`src/rtl/gol_pkg.sv`:
```
// Shared types and constants for the Game of Life pattern selector.
package gol_pkg;

  typedef enum logic [1:0] {
    BOOT = 2'd0,
    IDLE = 2'd1,
    REQ  = 2'd2,
    HOLD = 2'd3
  } state_t;

  localparam int GOL_NUM_PAT = 8;
  localparam int GOL_PAT_W   = 2;

  localparam int GLIDER  = 0;
  localparam int BLINKER = 1;
  localparam int BEACON  = 2;
  localparam int ACORN   = 3;

endpackage

```
`src/rtl/pattern_sel_ctrl_if.sv`:
```
// Selector <-> algorithm/display bundle; auto_en only exists with PATTERN_SEL_AUTO_EN.
// Handshake: load_req stays high until load_ack is sampled high; the transfer ends when load_ack falls.
interface pattern_sel_ctrl_if
  import gol_pkg::*;
#(
    parameter int NUM_PAT = GOL_NUM_PAT,
    parameter int SEL_W   = $clog2(NUM_PAT),
    parameter int PAT_W   = GOL_PAT_W,
    parameter int STAT_W  = 4
);
    logic [SEL_W-1:0]         sel_sw;
    logic [NUM_PAT*PAT_W-1:0] pattern_bus;
    logic                     load_ack;
    logic [PAT_W-1:0]         out_pattern;
    logic [STAT_W-1:0]        Q;
    logic                     load_req;
    logic                     busy;
    logic                     sel_err;
    state_t                   dbg_state;
`ifdef PATTERN_SEL_AUTO_EN
    logic                     auto_en;

    modport master (
        input  sel_sw, pattern_bus, load_ack, auto_en,
        output out_pattern, Q, load_req, busy, sel_err, dbg_state
    );
    modport slave (
        output sel_sw, pattern_bus, load_ack, auto_en,
        input  out_pattern, Q, load_req, busy, sel_err, dbg_state
    );
`else
    modport master (
        input  sel_sw, pattern_bus, load_ack,
        output out_pattern, Q, load_req, busy, sel_err, dbg_state
    );
    modport slave (
        output sel_sw, pattern_bus, load_ack,
        input  out_pattern, Q, load_req, busy, sel_err, dbg_state
    );
`endif
endinterface

```
`src/rtl/sel_debounce.sv`:
```
// Two-flop synchroniser plus stability counter; commit pulses once per new stable value.
module sel_debounce #(
    parameter int W          = 3,
    parameter int DEB_CYCLES = 16
) (
    input  logic         clk,
    input  logic         rst_n,
    input  logic [W-1:0] din,
    output logic [W-1:0] dout,
    output logic         commit
);
    localparam int            CW     = $clog2(DEB_CYCLES);
    localparam logic [CW-1:0] LP_MAX = CW'(DEB_CYCLES - 1);

    logic [W-1:0]  r_sync1, r_sync2, r_cand, r_committed;
    logic [CW-1:0] r_cnt;
    logic          r_commit;

    always_ff @(posedge clk or negedge rst_n) begin
        if (!rst_n) begin
            r_sync1     <= '0;
            r_sync2     <= '0;
            r_cand      <= '0;
            r_committed <= '0;
            r_cnt       <= '0;
            r_commit    <= 1'b0;
        end else begin
            r_sync1  <= din;
            r_sync2  <= r_sync1;
            r_commit <= 1'b0;
            if (r_sync2 != r_cand) begin
                r_cand <= r_sync2;
                r_cnt  <= '0;
            end else begin
                if (r_cnt != LP_MAX) r_cnt <= r_cnt + 1'b1;
                // Saturated counter plus a changed value is the only way to commit.
                if (r_cnt == LP_MAX && r_cand != r_committed) begin
                    r_committed <= r_cand;
                    r_commit    <= 1'b1;
                end
            end
        end
    end

    assign dout   = r_committed;
    assign commit = r_commit;
endmodule

```
`src/rtl/pattern_sel_ctrl.sv`:
```
// Debounced pattern selector with req/ack load handshake to the life algorithm.
// Optional timed auto-advance via PATTERN_SEL_AUTO_EN.
module pattern_sel_ctrl
  import gol_pkg::*;
#(
    parameter int NUM_PAT    = GOL_NUM_PAT,
    parameter int SEL_W      = $clog2(NUM_PAT),
    parameter int PAT_W      = GOL_PAT_W,
    parameter int DEB_CYCLES = 16,
    parameter int STAT_W     = 4
`ifdef PATTERN_SEL_AUTO_EN
    , parameter int AUTO_PERIOD = 50_000_000
`endif
) (
    input logic                clk,
    input logic                rst_n,
    pattern_sel_ctrl_if.master bus
);
    localparam logic [SEL_W:0] LP_NUM_PAT = (SEL_W + 1)'(NUM_PAT);

    logic [SEL_W-1:0] w_deb_val;
    logic             w_deb_commit;

    sel_debounce #(.W(SEL_W), .DEB_CYCLES(DEB_CYCLES)) u_deb (
        .clk    (clk),
        .rst_n  (rst_n),
        .din    (bus.sel_sw),
        .dout   (w_deb_val),
        .commit (w_deb_commit)
    );

    state_t           r_state;
    logic [SEL_W-1:0] r_active_sel, r_pend_sel;
    logic             r_pending, r_load_req, r_busy, r_sel_err;
    logic [PAT_W-1:0] r_out_pattern;

    logic             w_in_range, w_valid_commit, w_next_pend;
    logic [SEL_W-1:0] w_next_sel;
    logic             w_auto_fire;
    logic [SEL_W-1:0] w_auto_sel;

    assign w_in_range     = {1'b0, w_deb_val} < LP_NUM_PAT;
    assign w_valid_commit = w_deb_commit & w_in_range;
    // On HOLD exit a same-cycle commit supersedes whatever is pending.
    assign w_next_pend    = r_pending | w_valid_commit;
    assign w_next_sel     = w_valid_commit ? w_deb_val : r_pend_sel;

`ifdef PATTERN_SEL_AUTO_EN
    localparam int APW = $clog2(AUTO_PERIOD + 1);
    logic [APW-1:0] r_auto_cnt;

    assign w_auto_fire = bus.auto_en && (r_state == IDLE) && (r_auto_cnt == APW'(AUTO_PERIOD - 1));
    assign w_auto_sel  = (r_active_sel == SEL_W'(NUM_PAT - 1)) ? '0 : r_active_sel + 1'b1;

    always_ff @(posedge clk or negedge rst_n) begin
        if (!rst_n) r_auto_cnt <= '0;
        else if (w_valid_commit || !bus.auto_en || w_auto_fire) r_auto_cnt <= '0;
        else if (r_state == IDLE) r_auto_cnt <= r_auto_cnt + 1'b1;
    end
`else
    assign w_auto_fire = 1'b0;
    assign w_auto_sel  = '0;
`endif

    always_ff @(posedge clk or negedge rst_n) begin
        if (!rst_n) begin
            r_state      <= BOOT;
            r_active_sel <= '0;
            r_pend_sel   <= '0;
            r_pending    <= 1'b0;
            r_load_req   <= 1'b0;
            r_busy       <= 1'b0;
            r_sel_err    <= 1'b0;
        end else begin
            r_sel_err <= w_deb_commit & ~w_in_range;
            case (r_state)
                BOOT: begin
                    if (w_valid_commit) begin
                        r_pend_sel <= w_deb_val;
                        r_pending  <= 1'b1;
                    end
                    r_state <= REQ;
                    r_busy  <= 1'b1;
                end
                IDLE: begin
                    if (w_valid_commit) begin
                        r_active_sel <= w_deb_val;
                        r_state      <= REQ;
                        r_busy       <= 1'b1;
                    end else if (w_auto_fire) begin
                        r_active_sel <= w_auto_sel;
                        r_state      <= REQ;
                        r_busy       <= 1'b1;
                    end
                end
                REQ: begin
                    if (w_valid_commit) begin
                        r_pend_sel <= w_deb_val;
                        r_pending  <= 1'b1;
                    end
                    // First REQ cycle lets out_pattern settle before load_req rises.
                    if (!r_load_req) begin
                        r_load_req <= 1'b1;
                    end else if (bus.load_ack) begin
                        r_load_req <= 1'b0;
                        r_state    <= HOLD;
                    end
                end
                HOLD: begin
                    if (!bus.load_ack) begin
                        r_pending <= 1'b0;
                        if (w_next_pend) begin
                            r_active_sel <= w_next_sel;
                            r_state      <= REQ;
                        end else begin
                            r_state <= IDLE;
                            r_busy  <= 1'b0;
                        end
                    end else if (w_valid_commit) begin
                        r_pend_sel <= w_deb_val;
                        r_pending  <= 1'b1;
                    end
                end
                default: begin
                    r_state <= BOOT;
                    r_busy  <= 1'b1;
                end
            endcase
        end
    end

    always_ff @(posedge clk or negedge rst_n) begin
        if (!rst_n) r_out_pattern <= '0;
        else        r_out_pattern <= bus.pattern_bus[int'(r_active_sel) * PAT_W +: PAT_W];
    end

    assign bus.out_pattern = r_out_pattern;
    assign bus.Q           = STAT_W'(r_active_sel);
    assign bus.load_req    = r_load_req;
    assign bus.busy        = r_busy;
    assign bus.sel_err     = r_sel_err;
    assign bus.dbg_state   = r_state;
endmodule

```
`src/flat_wrapper.sv`:
```
// flat-port wrapper written by rule: the top's interface ports become plain ports
module pattern_sel_ctrl_flat import gol_pkg::*;
#(
    parameter int NUM_PAT    = GOL_NUM_PAT,
    parameter int SEL_W      = $clog2(NUM_PAT),
    parameter int PAT_W      = GOL_PAT_W,
    parameter int DEB_CYCLES = 16,
    parameter int STAT_W     = 4

)
  (clk, rst_n, bus_sel_sw, bus_pattern_bus, bus_load_ack, bus_out_pattern, bus_Q, bus_load_req, bus_busy, bus_sel_err, bus_dbg_state);
  pattern_sel_ctrl_if #(.NUM_PAT(NUM_PAT), .SEL_W(SEL_W), .PAT_W(PAT_W), .STAT_W(STAT_W)) bus_i ();
  input logic clk;
  input logic rst_n;
  input wire logic [$bits(bus_i.sel_sw)-1:0] bus_sel_sw;
  input wire logic [$bits(bus_i.pattern_bus)-1:0] bus_pattern_bus;
  input wire logic [$bits(bus_i.load_ack)-1:0] bus_load_ack;
  output wire logic [$bits(bus_i.out_pattern)-1:0] bus_out_pattern;
  output wire logic [$bits(bus_i.Q)-1:0] bus_Q;
  output wire logic [$bits(bus_i.load_req)-1:0] bus_load_req;
  output wire logic [$bits(bus_i.busy)-1:0] bus_busy;
  output wire logic [$bits(bus_i.sel_err)-1:0] bus_sel_err;
  output wire logic [$bits(bus_i.dbg_state)-1:0] bus_dbg_state;
  assign bus_i.sel_sw = bus_sel_sw;
  assign bus_i.pattern_bus = bus_pattern_bus;
  assign bus_i.load_ack = bus_load_ack;
  assign bus_out_pattern = bus_i.out_pattern;
  assign bus_Q = bus_i.Q;
  assign bus_load_req = bus_i.load_req;
  assign bus_busy = bus_i.busy;
  assign bus_sel_err = bus_i.sel_err;
  assign bus_dbg_state = bus_i.dbg_state;
  pattern_sel_ctrl #(.NUM_PAT(NUM_PAT), .SEL_W(SEL_W), .PAT_W(PAT_W), .DEB_CYCLES(DEB_CYCLES), .STAT_W(STAT_W)) u_core (.clk(clk), .rst_n(rst_n), .bus(bus_i));
endmodule
```
`config.mk`:
```
export PLATFORM = sky130hd
export DESIGN_NAME = pattern_sel_ctrl_flat
export DESIGN_NICKNAME = d
export VERILOG_FILES = /design/src/rtl/gol_pkg.sv /design/src/rtl/pattern_sel_ctrl_if.sv /design/src/rtl/sel_debounce.sv /design/src/rtl/pattern_sel_ctrl.sv /design/src/flat_wrapper.sv
export SDC_FILE = /design/constraint.sdc
export NUM_CORES = 1
export LEC_CHECK = 0
export ABC_AREA = 1
export CORE_MARGIN = 2
export CORE_UTILIZATION = 50
export CTS_CLUSTER_DIAMETER = 60
export DETAILED_ROUTE_END_ITERATION = 7
export GPL_ROUTABILITY_DRIVEN = 1
export PLACE_DENSITY = 0.84
export SYNTH_ARGS = -nofsm -noshare
export SYNTH_HDL_FRONTEND = slang
export SYNTH_HIERARCHICAL = 1
export SYNTH_SLANG_ARGS = --single-unit
```
`constraint.sdc`:
```
create_clock -name clk -period 1.7 [get_ports clk]
set_input_delay 0.34 -clock clk [delete_from_list [all_inputs] [get_ports clk]]
set_output_delay 0.34 -clock clk [all_outputs]
set_load 0.05 [all_outputs]
```
==> results of run 1 <==
power by group through the flow:
stage / clock network [mW] / registers [mW] / logic, mW
finish: 0.372 / 1.01 / 1.35
global route: 0.423 / 1.04 / 1.48
CTS: 0.395 / 1.02 / 1.36
detailed placement: 0 / 1.03 / 1.36
global placement: 0 / 1.02 / 1.34
floorplan: 0 / 1.30 / 0.630
layer usage:
layer,share of wire (%),global-route usage (%),routed length (µm),vias to the layer above
li1,-,-,-,664
met1,44,22.9,1230,568
met2,45,26.2,1240,39
met3,8.1,7.42,224,5
met4,2.2,9.21,60,0
met5,0,0,0,-
logic make-up (layout without fill, tap and decap cells):
logic type	Yosys count	count (layout)	share of synthesized area (%)
AND/OR/NAND/NOR	115	115	32.9
buffers and inverters	38	69	10.5
flip-flops	30	30	48.7
AO/OA/AOI/OAI	10	10	3.49
XOR/XNOR	6	6	3.41
adder cells (fa/ha/maj)	1	1	0.812
other	1	2	0.243
state kept, by name, summed over array words and instances, names as in the netlist:
register / count
u_core/bus.dbg_state: 2
u_core/bus.load_req: 1
u_core/u_deb/r_cnt: 4
u_core/u_deb/r_sync1: 3
u_core/r_pend_sel: 3
u_core/u_deb/r_sync2: 3
u_core/u_deb/dout: 3
u_core/u_deb/commit: 1
u_core/r_active_sel: 3
u_core/r_pending: 1
u_core/u_deb/r_cand: 3
u_core/bus.busy: 1
u_core/bus.out_pattern: 2
metrics by stage:
stage / utilization [%] / cells / power [mW] / setup WS (ps)
4_1_cts: 64.1 / 266 / 2.77 / 203
5_1_grt: 64.1 / 266 / 2.94 / 108
3_5_place_dp: 62.5 / 259 / 2.39 / 210
3_3_place_gp: 62.5 / 259 / 2.36 / 253
6_report: 64.1 / 266 / 2.73 / 222
2_1_floorplan: - / 202 / 1.93 / 374
cells in the final DEF (no fill, tap or decap):
master           instances
ha_1                     1
dfrtp_1                 30
nand2_2                  4
nand2_1                 76
inv_2                    2
a21oi_1                  5
nand3_2                  3
conb_1                   2
buf_12                   4
nor2_4                   2
nand3b_1                 1
inv_1                   28
nand3_1                 13
clkbuf_4                 5
xor2_1                   2
buf_4                    6
a31oi_1                  3
nor2_1                  13
clkinv_1                 1
nor3_1                   1
nand2_4                  1
clkdlybuf4s50_1         21
clkinv_2                 2
o21ai_0                  2
nor2_2                   1
xnor2_1                  4
cells in the mapped netlist:
cell,instances
nand2_2,4
nor2_4,2
a21oi_1,5
a31oi_1,3
clkbuf_1,3
dfrtp_1,30
xnor2_1,4
buf_4,3
nand3_1,13
xor2_1,2
nor2_1,13
o21ai_0,2
buf_6,1
ha_1,1
inv_2,2
nand2_1,76
nand3_2,3
nor2_2,1
nand2_4,1
nand3b_1,1
nor3_1,1
inv_1,28
conb_1,1
clkinv_1,1
final cells by class:
cell class                      instances  area [µm²]  area share (%)
Inverter                               31         116            6.05
Sequential cell                        30         751            39.0
Timing Repair Buffer                   31         335            17.4
Tap cell                               33        41.3            2.15
Clock inverter                          2        10.0           0.520
Multi-Input combinational cell        134         633            32.9
Clock buffer                            5        37.5            1.95
worst paths after layout:
path                                               from                      end  slack (ps)  cells past startpoint
worst max-delay path            u_core/bus.dbg_state[0]         bus_dbg_state[0]         220                      1
worst min-delay path            u_core/u_deb/r_sync1[1]  u_core/u_deb/r_sync2[1]         360                      0
worst max register to register    u_core/u_deb/r_cnt[0]     u_core/u_deb/dout[1]         300                      8
worst min register to register  u_core/u_deb/r_sync1[1]  u_core/u_deb/r_sync2[1]         360                      0
max in group asynchronous                         rst_n      u_core/bus.load_req        1050                      2
min in group asynchronous                         rst_n   u_core/u_deb/r_cand[2]         370                      2
==> metrics, run 1 <==
CP Max Fanout 9; CTS root buf clkbuf_4; num rows 20; pin count of the biggest net entering global routing 31; register area share after synthesis about half; post-CTS setup buffers 0; flops & latches, synth 30; CP top delay family flip-flops; Initial DRC Count between 60 and 70; Die Footprint 3540 µm²; Avg Inst Size Synth approximately 7.7 µm²; Internal Power ~1.5 mW; Reg clk slew, reported paths 80 ps; residual DRC count 0; minimum clock period 1480 ps; VDD IR-drop max just under 1 mV; worst stage delay on the critical path roughly 610 ps; crit path buf inv count 1; diode count 0; TritonCTS clock tree built; post-synth design cell area 1540 µm²; Critical Path Sink Type output pin; Slowest-stage cell, CP dfrtp_1; layout cells sized above 1 12.9%; Setup violations, final 0; Comb pwr share 49.4%; Yosys Warn Count 6; final worst-path cycle share about 87%; finished layout cell area slightly below 2000 µm²; status completed; number of routed nets with antenna violations 0; # hold bufs at CTS 0; Critical Path RT between 1000 and 1500 ps; initial antenna violation count 0; wire per inst about 10 µm; Layout fillers roughly 260; HPWL Detailed approximately 2.0 mm; DR vias around 1300; Fmax roughly 0.68 GHz; Placeable Area 3000 µm²; WL final between 2 and 3 mm; total track usage roughly 18%; Distinct cells, synth 24; Worst-Skew Late Latency about 330 ps; startpoint types register; setup TNS 0 ps; vias per inst 4.80; fin nets 256; CP arrival about 1100 ps; top cell type's share of synthesized area 48.7%; largest area contributor in the netlist dfrtp_1; HP Class reg2reg; Worst Skew roughly 10 ps; Clock Sink Count 30; PortBufs 30; Max Cap Viol 0; PostCTS Resize Cnt 0; CTS H-tree lvls 2; top cells by area, synth dfrtp_1 (49%), nand2_1 (19%), inv_1 (6.8%), nand3_1 (4.2%), nor2_1 (3.2%); io pins 33; PwrDens ~1400 nW/µm²; LEAKAGE slightly above 1 nW; sequential share of power ~37%; grt ovf 0; max-slew violation count 0; drt pass-1 iters 4; dpl cell area between 1500 and 2000 µm²; RSZ-0062 raised after global routing false; NetSw 1.24 mW; Area growth syn-to-layout 24.8%; first-pass GRT wire length between 4 and 5 mm; critical path type reg2out; final estimated routing congestion in global placement a little over 0.8; chip width roughly 60 µm; worst-path cell chain buf_12; Clock power frac between 10% and 20%; Final Hold Vio Count 0; Worst Hold Slack 358 ps; Mapped Cells roughly 200; Switching Share between 40% and 50%; Initial Util approximately half; CTS buffer count 5; vias in the first global route ~1200; Die H ~60 µm; CTS Buffer Depth 2
Power figures use the tool's default switching activity.
==> run 2: changes to the inputs <==
Settings changed: SLEW_MARGIN set to 20.
==> results of run 2 <==
Same layout as run 1: the final DEF is identical, and so are final timing and power.
